==> src/rtl/logu_pkg.sv <==
// Shared types and helpers for the bit-serial logic-unit sequencer.
// Opcode encodings, FSM states and opcode-to-unit select mapping.
package logu_pkg;

  typedef enum logic [2:0] {
    OP_AND = 3'b000,
    OP_OR  = 3'b001,
    OP_XOR = 3'b010,
    OP_NOT = 3'b011,
    OP_SHL = 3'b100
  } op_e;

  typedef enum logic [1:0] {
    IDLE,
    RUN,
    DONE
  } state_e;

  function automatic logic op_legal(
    input logic [2:0] op
  );
    return op <= OP_SHL;
  endfunction

  // SHL is an OR against a zeroed B on a pre-shifted A
  function automatic logic [2:0] lu_sel(
    input logic [2:0] op
  );
    return (op == OP_SHL) ? OP_OR : op;
  endfunction

endpackage

==> src/rtl/logu_serial_ctrl.sv <==
// Bit-serial sequencer driving an external 1-bit logic unit, LSB first.
// Accepts one op in IDLE, shifts WIDTH bits in RUN, holds result in DONE.
module logu_serial_ctrl
  import logu_pkg::*;
#(
  parameter int WIDTH = 8
) (
  input  logic             clk,
  input  logic             rst_n,
  input  logic             in_valid,
  output logic             in_ready,
  input  logic [WIDTH-1:0] a,
  input  logic [WIDTH-1:0] b,
  input  logic [2:0]       op,
  output logic             out_valid,
  input  logic             out_ready,
  output logic [WIDTH-1:0] result,
  output logic             err,
  output logic             busy,
  output logic             lu_a,
  output logic             lu_b,
  output logic [2:0]       lu_opsel,
  input  logic             lu_out
);

  localparam int CW = $clog2(WIDTH);
  localparam logic [CW-1:0] CNT_MAX = CW'(WIDTH - 1);

  state_e           state_q, state_d;
  logic [CW-1:0]    cnt_q;
  logic [WIDTH-1:0] a_sr_q;
  logic [WIDTH-1:0] b_sr_q;
  logic [WIDTH-1:0] result_q;
  logic [2:0]       sel_q;
  logic             err_q;

  logic is_idle, is_run, is_done;
  logic accept, last;

  assign is_idle = (state_q == IDLE);
  assign is_run  = (state_q == RUN);
  assign is_done = (state_q == DONE);
  assign accept  = is_idle && in_valid;
  assign last    = (cnt_q == CNT_MAX);

  always_ff @(posedge clk or negedge rst_n) begin
    if (!rst_n) state_q <= IDLE;
    else        state_q <= state_d;
  end

  always_comb begin
    state_d = state_q;
    unique case (1'b1)
      is_idle: if (accept)
                 state_d = op_legal(op) ? RUN : DONE;
      is_run:  if (last) state_d = DONE;
      is_done: if (out_ready) state_d = IDLE;
      default: state_d = IDLE;
    endcase
  end

  always_ff @(posedge clk or negedge rst_n) begin
    if (!rst_n) begin
      cnt_q    <= '0;
      a_sr_q   <= '0;
      b_sr_q   <= '0;
      result_q <= '0;
      sel_q    <= '0;
      err_q    <= 1'b0;
    end else begin
      if (accept) begin
        cnt_q    <= '0;
        result_q <= '0;
        if (op_legal(op)) begin
          err_q <= 1'b0;
          sel_q <= lu_sel(op);
          if (op == OP_SHL) begin
            a_sr_q <= {a[WIDTH-2:0], 1'b0};
            b_sr_q <= '0;
          end else begin
            a_sr_q <= a;
            b_sr_q <= b;
          end
        end else begin
          err_q <= 1'b1;
        end
      end
      if (is_run) begin
        result_q <= {lu_out, result_q[WIDTH-1:1]};
        a_sr_q   <= a_sr_q >> 1;
        b_sr_q   <= b_sr_q >> 1;
        if (!last) cnt_q <= cnt_q + 1'b1;
      end
      if (is_done && out_ready) err_q <= 1'b0;
    end
  end

  // in_ready is gated so it stays low while reset is held
  assign in_ready  = is_idle && rst_n;
  assign out_valid = is_done;
  assign busy      = is_run || is_done;
  assign result    = result_q;
  assign err       = err_q;
  assign lu_a      = is_run && a_sr_q[0];
  assign lu_b      = is_run && b_sr_q[0];
  assign lu_opsel  = is_run ? sel_q : 3'b000;

endmodule

==> config.mk <==
export PLATFORM = sky130hd
export DESIGN_NAME = logu_serial_ctrl
export DESIGN_NICKNAME = d
export VERILOG_FILES = /design/src/rtl/logu_pkg.sv /design/src/rtl/logu_serial_ctrl.sv
export SDC_FILE = /design/constraint.sdc
export NUM_CORES = 1
export LEC_CHECK = 0
export ABC_AREA = 1
export BUFFER_PORTS_ARGS = -buffer_cell sky130_fd_sc_hd__buf_2
export CAP_MARGIN = 15
export CORE_ASPECT_RATIO = 1.4
export CORE_MARGIN = 2
export CORE_UTILIZATION = 35
export DETAILED_ROUTE_END_ITERATION = 8
export HOLD_SLACK_MARGIN = 0.12
export SLEW_MARGIN = 20
export SYNTH_ARGS = -nofsm -noshare
export SYNTH_HDL_FRONTEND = slang
export SYNTH_SLANG_ARGS = --single-unit
==> constraint.sdc <==
create_clock -name clk -period 2.3 [get_ports clk]
set_clock_uncertainty 0.15 [all_clocks]
set_input_delay 0.23 -clock clk [delete_from_list [all_inputs] [get_ports clk]]
set_output_delay 0.23 -clock clk [all_outputs]
set_load 0.02 [all_outputs]
==> results.json, run 1 <==
{
  "status": "complete, no violations",
  "root_buffer": "clkbuf_8",
  "regToRegEndpoint": "state_q[1]$_DFFE_PN0P_",
  "whs_ps": 132,
  "vias": 1566,
  "antenna_found_initial": 0,
  "syn_area_um2": 1770,
  "start_util_pct": 36.5,
  "placementRows": 30,
  "synth_seq_area_share_pct": 46.7,
  "cts_tree": "yes",
  "crit_arrival_ps": 1480,
  "worstSetupPathType": "flop to primary output",
  "layoutNonFillerInstCount": 343,
  "hold_path.class": "input pin to flop",
  "drcViolationCount": 0,
  "netlist.area_leader.share_pct": 46.7,
  "min_path_cells": 5,
  "core_um2": 4840,
  "min_period_ps": 1860,
  "seqCellArea_um2": 826,
  "insertion_delay_ps": 290,
  "drv_cap": 0,
  "syn_nets": 248,
  "grt_usage_pct": 14.2,
  "synth_common_cells": "80 x nand2_1, 33 x dfrtp_1, 33 x nand3_1, 26 x inv_1, 6 x o22ai_1",
  "ys.flop_type": "dfrtp_1",
  "worstPathRequired_ps": 1920,
  "grt_pass1_wl_mm": 6.23,
  "async_flop_share_pct": 100,
  "min_from": "b[5]",
  "synthTopCellsByArea": "dfrtp_1 47%, nand2_1 17%, nand3_1 9.3%, inv_1 5.5%, ha_1 3.5%",
  "yosys_warnings": 0,
  "floorplan.die.width_um": 64.1,
  "fin_crit_sh_pct": 80.9,
  "grt_max_degree": 34,
  "nets": 307,
  "cts_sinks": 33,
  "ys_ff_latch": 33,
  "setup_violations": 0,
  "worst_pin_slew_ps": 421,
  "diodes": 0,
  "clk_path_buf_depth": 2,
  "max_freq_ghz": 0.537,
  "hpwl_mm": 2.73,
  "post-synth-top-count-cell": "nand2_1",
  "slew_viol_final": 0,
  "netlist_instances": 219,
  "boundaryPins": 41,
  "avgRoutedWirePerCell_um": 11.1,
  "die_area_um2": 5650,
  "drive_gt1_share_pct": 24.4,
  "synth_cell_types": 23,
  "reg2reg_from": "state_q[1]$_DFFE_PN0P_",
  "power.leakage_nw": 1.25,
  "dp_cells": 319,
  "clkSlewWorstSetupHoldPaths_ps": 80,
  "worstRegToRegCells": 7,
  "grt_pass1_vias": 1472,
  "gp_congestion": 0.796,
  "final_hold_viol_count": 0,
  "port_buffers": 40,
  "synth_edf_count": 0,
  "powerDensity_nw_per_um2": 1060,
  "crit_fanout": 9,
  "grt_overflow_total": 0,
  "die_h_um": 88.1,
  "cp-end-kind": "primary output",
  "vias_per_cell": 4.57,
  "post_cts_resized": 0,
  "cts_setup_buffers": 0,
  "fillerInstances": 515,
  "area_growth_syn_to_layout_pct": 27.9,
  "firstDrtPassIters": 4,
  "cts_buffers": 5,
  "peakVddDrop_v": 0.000384,
  "antenna_left": 0,
  "h-tree-depth": 2,
  "drtIter0Drc": 61,
  "whs_endpoint": "b_sr_q[5]$_DFFE_PN0P_",
  "relSlewSlack_pct": 71.9,
  "setup_tns_ps": 0,
  "r2r_setup_slack_ps": 600,
  "routed_wl_mm": 3.82,
  "multi_input_area_um2": 763,
  "ctsHoldBuffers": 16,
  "synth_top_area_cell": "dfrtp_1",
  "start_kind": "flop",
  "syn_area_per_cell_um2": 8.08,
  "grt_setup_unrepaired": "false"
}
-- worst max-delay path: stages, from the launching register on --
cell	delay, ps
dfrtp_1	390
inv_1	80
ha_1	400
nand2_1	110
inv_1	60
buf_2	150
-- registers in the layout, summed over array words and instances, names as in the netlist --
name	flops
a_sr_q	8
result	8
sel_q	3
err	1
b_sr_q	8
state_q	2
cnt_q	3
-- cells in the final DEF, fill, tap and decap left out, drive strengths merged --
cell type	n
dlygate4sd3	16
ha	5
dfrtp	33
nand2	85
buf	43
o22ai	7
clkinvlp	3
clkinv	1
nand3	34
o21ai	9
a21oi	3
clkbuf	5
inv	28
nor2	7
-- power breakdown --
| part | switching (mW) | internal [mW] | total [mW] |
|---|---|---|---|
| Clock | 0.226 | 0.212 | 0.438 |
| Sequential | 0.113 | 0.789 | 0.902 |
| Combinational | 0.687 | 0.374 | 1.06 |
-- layer usage --
layer | wire length (um) | vias to the layer above | global-route usage (%) | part of all wire, %
met5 | 0 | - | 0 | 0
met4 | 78 | 0 | 6.38 | 2.0
met3 | 184 | 6 | 3.86 | 4.8
met2 | 1950 | 35 | 25.1 | 51
met1 | 1610 | 717 | 16.0 | 42
li1 | - | 808 | - | -
-- per-stage QoR --
| step | setup WS, ps | power, mW | utilization, % | area, um^2 |
|---|---|---|---|---|
| final | 439 | 2.40 | 46.7 | 2260 |
| after global routing | 292 | 2.60 | 46.7 | 2260 |
| after CTS | 396 | 2.44 | 46.7 | 2260 |
| after detailed placement | 579 | 1.97 | 41.5 | 2010 |
| after global placement | 616 | 1.96 | 41.5 | 2010 |
| after floorplan | 813 | 1.73 | - | 1770 |
-- worst max-delay path by stage --
| stage | depth (start not counted) | to | startpoint |
|---|---|---|---|
| floorplan | 7 | state_q[1]$_DFFE_PN0P_ | state_q[0]$_DFFE_PN0P_ |
| global placement | 7 | state_q[1]$_DFFE_PN0P_ | state_q[1]$_DFFE_PN0P_ |
| detailed placement | 7 | state_q[1]$_DFFE_PN0P_ | state_q[1]$_DFFE_PN0P_ |
| CTS | 5 | lu_opsel[2] | state_q[1]$_DFFE_PN0P_ |
| global route | 5 | lu_opsel[0] | state_q[1]$_DFFE_PN0P_ |
| finish | 5 | lu_opsel[2] | state_q[1]$_DFFE_PN0P_ |
-- final cells by class --
cell class	count	share of cell area, %
Timing Repair Buffer	59	16.9
Sequential cell	33	36.5
Inverter	29	5.25
Clock buffer	5	3.04
Multi-Input combinational cell	150	33.7
Clock inverter	3	0.996
Tap cell	64	3.54
-- kinds of logic after synthesis --
group | Yosys count | synth area share (%)
DFF | 33 | 46.7
adders and majority gates | 5 | 3.54
and+or+nand+nor | 126 | 32.5
buffers and inverters | 36 | 10.2
AOI/OAI and AO/OA | 19 | 7.07
(Power assumes the default switching activity.)
==> run 2: changes to the inputs <==
--- a/config.mk
+++ b/config.mk
@@ -5,7 +5,7 @@
 export SDC_FILE = /design/constraint.sdc
 export NUM_CORES = 1
 export LEC_CHECK = 0
-export ABC_AREA = 1
+export ABC_AREA = 0
 export BUFFER_PORTS_ARGS = -buffer_cell sky130_fd_sc_hd__buf_2
 export CAP_MARGIN = 15
 export CORE_ASPECT_RATIO = 1.4
==> constraint.sdc (replaced) <==
create_clock -name clk -period 1.51 [get_ports clk]
set_clock_uncertainty 0.15 [all_clocks]
set_input_delay 0.151 -clock clk [delete_from_list [all_inputs] [get_ports clk]]
set_output_delay 0.151 -clock clk [all_outputs]
set_load 0.02 [all_outputs]
==> run 2 against run 1 <==
Compared with the run above:
- the run now ends with negative setup slack left
- setup slack got worse by 560 ps
- cell count down 6.7%
- register-to-register slack got worse by 720 ps
- cell area grew 20%
- sequential share of layout area decreased by 6.1 points
- area after synthesis shrank 0.28%
- via count up 1.3%
- sequential power is 61% higher
- sequential cell count did not move
- first-iteration DRC count decreased by 28%
- non-clock buffer count increased by 25
- critical path type is now flop to flop
- critical endpoint is now b_sr_q[3]$_DFFE_PN0P_
- largest power group unchanged
==> results.json, run 2 <==
{
  "root_buffer": "clkbuf_8",
  "clk_path_buf_depth": 2,
  "drtIter0Drc": 44,
  "gp_congestion": 0.750,
  "crit_path_cell_trace": "inv_2 > ha_4 > buf_6 > and3b_2 > buf_6 > a21oi_4 > a2bb2oi_2",
  "cts_tree": "yes",
  "yosys_warnings": 0,
  "vias": 1586,
  "post-synth-top-count-cell": "dfrtp_1",
  "grt_pass1_wl_mm": 7.22,
  "final_cell_mix": "33 x dfrtp_1, 32 x buf_2, 23 x nand2_1, 18 x buf_4, 17 x o21ai_0",
  "async_flop_share_pct": 100,
  "syn_area_um2": 1760,
  "max_freq_ghz": 0.613,
  "firstDrtPassIters": 4,
  "whs_ps": 137,
  "setup_violations": 24,
  "drv_cap": 0,
  "seqPwrFrac_pct": 30.3,
  "drive_gt1_share_pct": 49.6,
  "synth_top_area_cell": "dfrtp_1",
  "grt_setup_unrepaired": "true",
  "crit_arrival_ps": 1650,
  "syn_nets": 207,
  "insertion_delay_ps": 290,
  "routed_wl_mm": 4.42,
  "cts_sinks": 33,
  "cp-end-kind": "flop",
  "core_um2": 4840,
  "avgRoutedWirePerCell_um": 13.8,
  "vias_per_cell": 4.96,
  "worstPathRequired_ps": 1530,
  "ys.flop_type": "dfrtp_1",
  "die_area_um2": 5630,
  "area_growth_syn_to_layout_pct": 53.8,
  "synth_cell_types": 34,
  "drcViolationCount": 0,
  "grt_usage_pct": 16.6,
  "status": "finished with violations",
  "ys_ff_latch": 33,
  "crit_path_frequent_cell": "buf_6",
  "diodes": 0,
  "boundaryPins": 41,
  "internal-power_mw": 3.00,
  "final_common_cell": "dfrtp_1",
  "netlist.area_leader.share_pct": 46.8,
  "critical_path.max_stage_delay_ps": 430,
  "hpwl_mm": 2.98,
  "placementRows": 30,
  "hold_path.class": "input pin to flop",
  "relSlewSlack_pct": 71.8,
  "antenna_left": 0,
  "critPathSlowestCell": "dfrtp_1",
  "pwr-share-clk_pct": 13.7,
  "worst_pin_slew_ps": 424,
  "start_kind": "flop",
  "syn_area_per_cell_um2": 9.91,
  "crit_fanout": 5,
  "design_power_total_mw": 4.77,
  "start_util_pct": 36.4,
  "worstSetupPathType": "flop to flop",
  "fin_crit_sh_pct": 108,
  "powerDensity_nw_per_um2": 1760,
  "netlist_instances": 178,
  "die_h_um": 88.0,
  "synth_common_cells": "33 x dfrtp_1, 25 x nand2_1, 18 x o21ai_0, 13 x a21oi_1, 10 x nor2_1",
  "final_hold_viol_count": 0,
  "fin_ws_ps": -122,
  "grt_overflow_total": 0,
  "switchingPower_mw": 1.78,
  "clkSlewWorstSetupHoldPaths_ps": 70,
  "grt_max_degree": 34,
  "violations": "negative setup slack",
  "antenna_found_initial": 0,
  "synthTopCellsByArea": "dfrtp_1 47%, nand2_1 5.3%, o21ai_0 5.1%, o31ai_2 4.3%, a2bb2oi_1 4.0%",
  "h-tree-depth": 2,
  "grt_pass1_vias": 1526,
  "pwr-share-comb_pct": 56.0,
  "peakVddDrop_v": 0.000849,
  "power.leakage_nw": 1.21,
  "synth_edf_count": 0,
  "slew_viol_final": 0,
  "swShare_pct": 37.2,
  "place_worst_setup_slack_ps": -152,
  "cts_buffers": 5,
  "floorplan.die.width_um": 64.0,
  "nets": 284,
  "synth_seq_area_share_pct": 46.8,
  "min_period_ps": 1630,
  "port_buffers": 40
}
==> run 2: cell count changes in the layout (fill, tap and decap cells not counted), sizes merged, moves of 8 or more <==
cell,previous run,this run
a21oi,3,15
and2,0,8
a2bb2oi,0,8
buf,43,68
nand2,85,25
inv,28,2
nand3,34,2
o21ai,9,19
==> run 2: worst max-delay path: cells and delay by family, from the launching register on <==
family | cells | cell delay (ps)
flops | 1 | 430
buf+inv | 3 | 330
simple gates | 1 | 220
compound gates | 2 | 200
fa+ha+maj | 1 | 180
==> run 2: final timing paths <==
check | from | end | slack (ps) | cells after the start
min in group asynchronous | rst_n | sel_q[2]$_DFFE_PN0P_ | 300 | 3
max reg2reg | state_q[0]$_DFFE_PN0P_ | b_sr_q[3]$_DFFE_PN0P_ | -120 | 7
max | state_q[0]$_DFFE_PN0P_ | b_sr_q[3]$_DFFE_PN0P_ | -120 | 7
min | a[6] | a_sr_q[6]$_DFFE_PN0P_ | 140 | 4
min reg2reg | cnt_q[0]$_DFF_PN0_ | cnt_q[0]$_DFF_PN0_ | 350 | 1
max in group asynchronous | rst_n | b_sr_q[6]$_DFFE_PN0P_ | 600 | 3
==> run 2: metal layers <==
metal,vias up,global-route usage [%],wire (um)
met2,31,28.0,2220
met5,-,0,0
met1,766,20.6,1940
met3,5,4.24,189
li1,784,-,-
met4,0,5.93,69
==> run 2: final cells by class <==
| type | instances | area, um^2 |
|---|---|---|
| Fill cell | 435 | 2130 |
| Clock inverter | 3 | 17.5 |
| Multi-Input combinational cell | 128 | 1020 |
| Timing Repair Buffer | 84 | 691 |
| Sequential cell | 33 | 826 |
| Tap cell | 64 | 80.1 |
| Clock buffer | 5 | 68.8 |
| Inverter | 3 | 12.5 |
==> run 2: what timing repair did <==
action                     4_1_cts  5_1_grt
setup endpoints to repair       39       36
gates resized for setup         58       14
gates cloned                     1        1
hold endpoints to repair        48        0
pin swaps                       21       14
setup buffers                    4        4
hold buffers                    15        0
==> run 2: power groups by stage <==
| stage | combinational, mW | clock (mW) | sequential (mW) |
|---|---|---|---|
| after floorplan | 1.28 | 0 | 1.44 |
| after global placement | 1.86 | 0 | 1.44 |
| after detailed placement | 1.89 | 0 | 1.44 |
| after CTS | 2.40 | 0.676 | 1.44 |
| after global routing | 2.90 | 0.713 | 1.49 |
| final | 2.68 | 0.652 | 1.45 |
==> run 2: stage by stage <==
step           util (%)  instance area (um^2)  cells  setup TNS (ps)
5_1_grt            56.0                  2710    320           -2910
3_3_place_gp       43.8                  2120    287           -1050
6_report           56.0                  2710    320           -1410
3_5_place_dp       43.8                  2120    287           -2080
4_1_cts            53.6                  2590    315           -1550
2_1_floorplan         -                  1780    178           -10.2
==> run 2: cell families (layout without fill, tap and decap cells) <==
| group | count (synthesis) | after routing | synth area share (%) |
|---|---|---|---|
| mux | 1 | 1 | 0.638 |
| simple gates | 58 | 58 | 16.4 |
| buf+inv | 17 | 95 | 5.67 |
| flops | 33 | 33 | 46.8 |
| fa+ha+maj | 5 | 5 | 3.55 |
| compound gates | 64 | 64 | 27.0 |
==> run 3: changes to the inputs <==
--- a/config.mk
+++ b/config.mk
@@ -13,6 +13,7 @@
 export CORE_UTILIZATION = 35
 export DETAILED_ROUTE_END_ITERATION = 8
 export HOLD_SLACK_MARGIN = 0.12
+export REMOVE_ABC_BUFFERS = 1
 export SLEW_MARGIN = 20
 export SYNTH_ARGS = -nofsm -noshare
 export SYNTH_HDL_FRONTEND = slang
==> run 3 against run 2 <==
Compared with the run above:
- routed wire length shrank 1.8%
- largest cell class unchanged
- clock-buffer cell count grew 2
- critical endpoint is now in_ready
- via count shrank 1.6%
- sequential power is essentially flat
- register-to-register slack gained 70 ps
- setup slack gained 15 ps
- hold slack gained 3.9 ps
- the run still ends with negative setup slack left
==> results.json, run 3 (synthesis results as in run 2) <==
{
  "core_um2": 4840,
  "swShare_pct": 36.7,
  "hold_path.class": "input pin to flop",
  "die_h_um": 88.0,
  "fin_ws_ps": -108,
  "start_kind": "flop",
  "final_util_pct": 53.5,
  "power.leakage_nw": 1.14,
  "diodes": 0,
  "die_area_um2": 5630,
  "boundaryPins": 41,
  "fillerInstances": 430,
  "cts_tree": "yes",
  "drtIter0Drc": 58,
  "whs_ps": 141,
  "crit_arrival_ps": 1320,
  "worstPathRequired_ps": 1210,
  "grt_usage_pct": 16.3,
  "nets": 277,
  "insertion_delay_ps": 280,
  "antenna_left": 0,
  "seqPwrFrac_pct": 31.5,
  "cts_sinks": 33,
  "clk_path_buf_depth": 2,
  "floorplan.die.width_um": 64.0,
  "max_freq_ghz": 0.618,
  "internal-power_mw": 2.88,
  "drive_gt1_share_pct": 43.1,
  "avgRoutedWirePerCell_um": 13.9,
  "grt_pass1_wl_mm": 7.07,
  "fin_crit_sh_pct": 107,
  "relSlewSlack_pct": 71.0,
  "violations": "negative setup slack",
  "peakVddDrop_v": 0.000628,
  "pwr-share-clk_pct": 14.5,
  "final_cell_mix": "33 x dfrtp_1, 32 x buf_2, 24 x nand2_1, 17 x buf_4",
  "placed_area_um2": 2120,
  "vias_per_cell": 5.00,
  "gp_congestion": 0.743,
  "status": "finished with violations",
  "area_growth_syn_to_layout_pct": 46.8,
  "final_hold_viol_count": 0,
  "grt_overflow_total": 0,
  "h-tree-depth": 2,
  "cts_buffers": 5,
  "setup_violations": 17,
  "powerDensity_nw_per_um2": 1760,
  "final_area_um2": 2590,
  "slew_viol_final": 0,
  "drcViolationCount": 0,
  "min_period_ps": 1620,
  "root_buffer": "clkbuf_8",
  "clkSlewWorstSetupHoldPaths_ps": 60,
  "firstDrtPassIters": 4,
  "placementRows": 30,
  "grt_max_degree": 34,
  "crit_fanout": 4,
  "antenna_found_initial": 0,
  "grt_setup_unrepaired": "true",
  "pwr-share-comb_pct": 54.0,
  "drv_cap": 0,
  "start_util_pct": 36.4,
  "routed_wl_mm": 4.34,
  "hpwl_mm": 2.91,
  "grt_pass1_vias": 1486,
  "place_worst_setup_slack_ps": -129,
  "worstSetupPathType": "flop to primary output",
  "cp-end-kind": "primary output",
  "vias": 1561,
  "final_common_cell": "dfrtp_1",
  "switchingPower_mw": 1.67,
  "worst_pin_slew_ps": 435,
  "port_buffers": 40
}
[run 3: cell types whose count changed in the layout (fill, tap and decap cells not counted), moves of 2 or more]
| cell | delta |
|---|---|
| and2_1 | +2 |
| a2bb2oi_2 | -2 |
| o21ai_0 | -3 |
| o31ai_4 | +2 |
| buf_6 | -3 |
| and2_4 | -2 |
| o31ai_2 | -2 |
| a2bb2oi_1 | +2 |
| clkinv_2 | -3 |
| o21ai_1 | +3 |
| a21oi_2 | -5 |
| a21oi_1 | +6 |
[run 3: layer usage]
layer	routed length, um	global-route usage [%]	vias up
li1	-	-	770
met1	1850	19.9	751
met2	2250	27.2	32
met3	120	3.47	8
met4	121	8.50	0
met5	0	0	-
[run 3: power groups by stage]
stage          Combinational [mW]  Sequential, mW  Clock (mW)
2_1_floorplan                1.15            1.44           0
3_3_place_gp                 1.86            1.43           0
3_5_place_dp                 1.89            1.44           0
4_1_cts                      2.23            1.43       0.690
5_1_grt                      2.70            1.48       0.721
6_report                     2.46            1.44       0.660
[run 3: area by class of cell]
class / instances / area (um^2) / area share [%]
inverter: 3 / 11.3 / 0.435
tap: 64 / 80.1 / 3.09
clock buffer: 7 / 86.3 / 3.33
multi-input combinational: 128 / 992 / 38.3
sequential: 33 / 826 / 31.9
timing repair buffer: 77 / 594 / 22.9
[run 3: metrics by stage]
stage          TNS (ps)  std cells  power (mW)
2_1_floorplan    -17690        164        2.60
3_3_place_gp       -687        286        3.30
3_5_place_dp      -1450        286        3.32
4_1_cts            -988        311        4.35
5_1_grt           -2530        312        4.90
6_report           -712        312        4.56
[run 3: final timing paths]
check,startpoint,cells past startpoint,end,slack (ps)
min,a[1],4,a_sr_q[1]$_DFFE_PN0P_,140
max reg2reg,state_q[1]$_DFFE_PN0P_,6,a_sr_q[7]$_DFFE_PN0P_,-50
max in group asynchronous,rst_n,3,a_sr_q[1]$_DFFE_PN0P_,550
min in group asynchronous,rst_n,3,b_sr_q[7]$_DFFE_PN0P_,350
min reg2reg,cnt_q[0]$_DFF_PN0_,1,cnt_q[0]$_DFF_PN0_,350
max,state_q[0]$_DFFE_PN0P_,5,in_ready,-110
[run 3: worst max-delay path, stage by stage, from the launching register on]
cell and delay (ps):
dfrtp_1 420, inv_2 80, ha_4 180, buf_6 110, and2_4 130, buf_6 120
[run 3: repair_timing]
action | CTS | global route
endpoints found under the hold margin | 46 | 0
setup endpoints to repair | 30 | 40
buffers inserted | 5 | 2
pin swaps | 2 | 4
resized for setup | 33 | 26
cloned | 0 | 0
hold buffers | 14 | 0
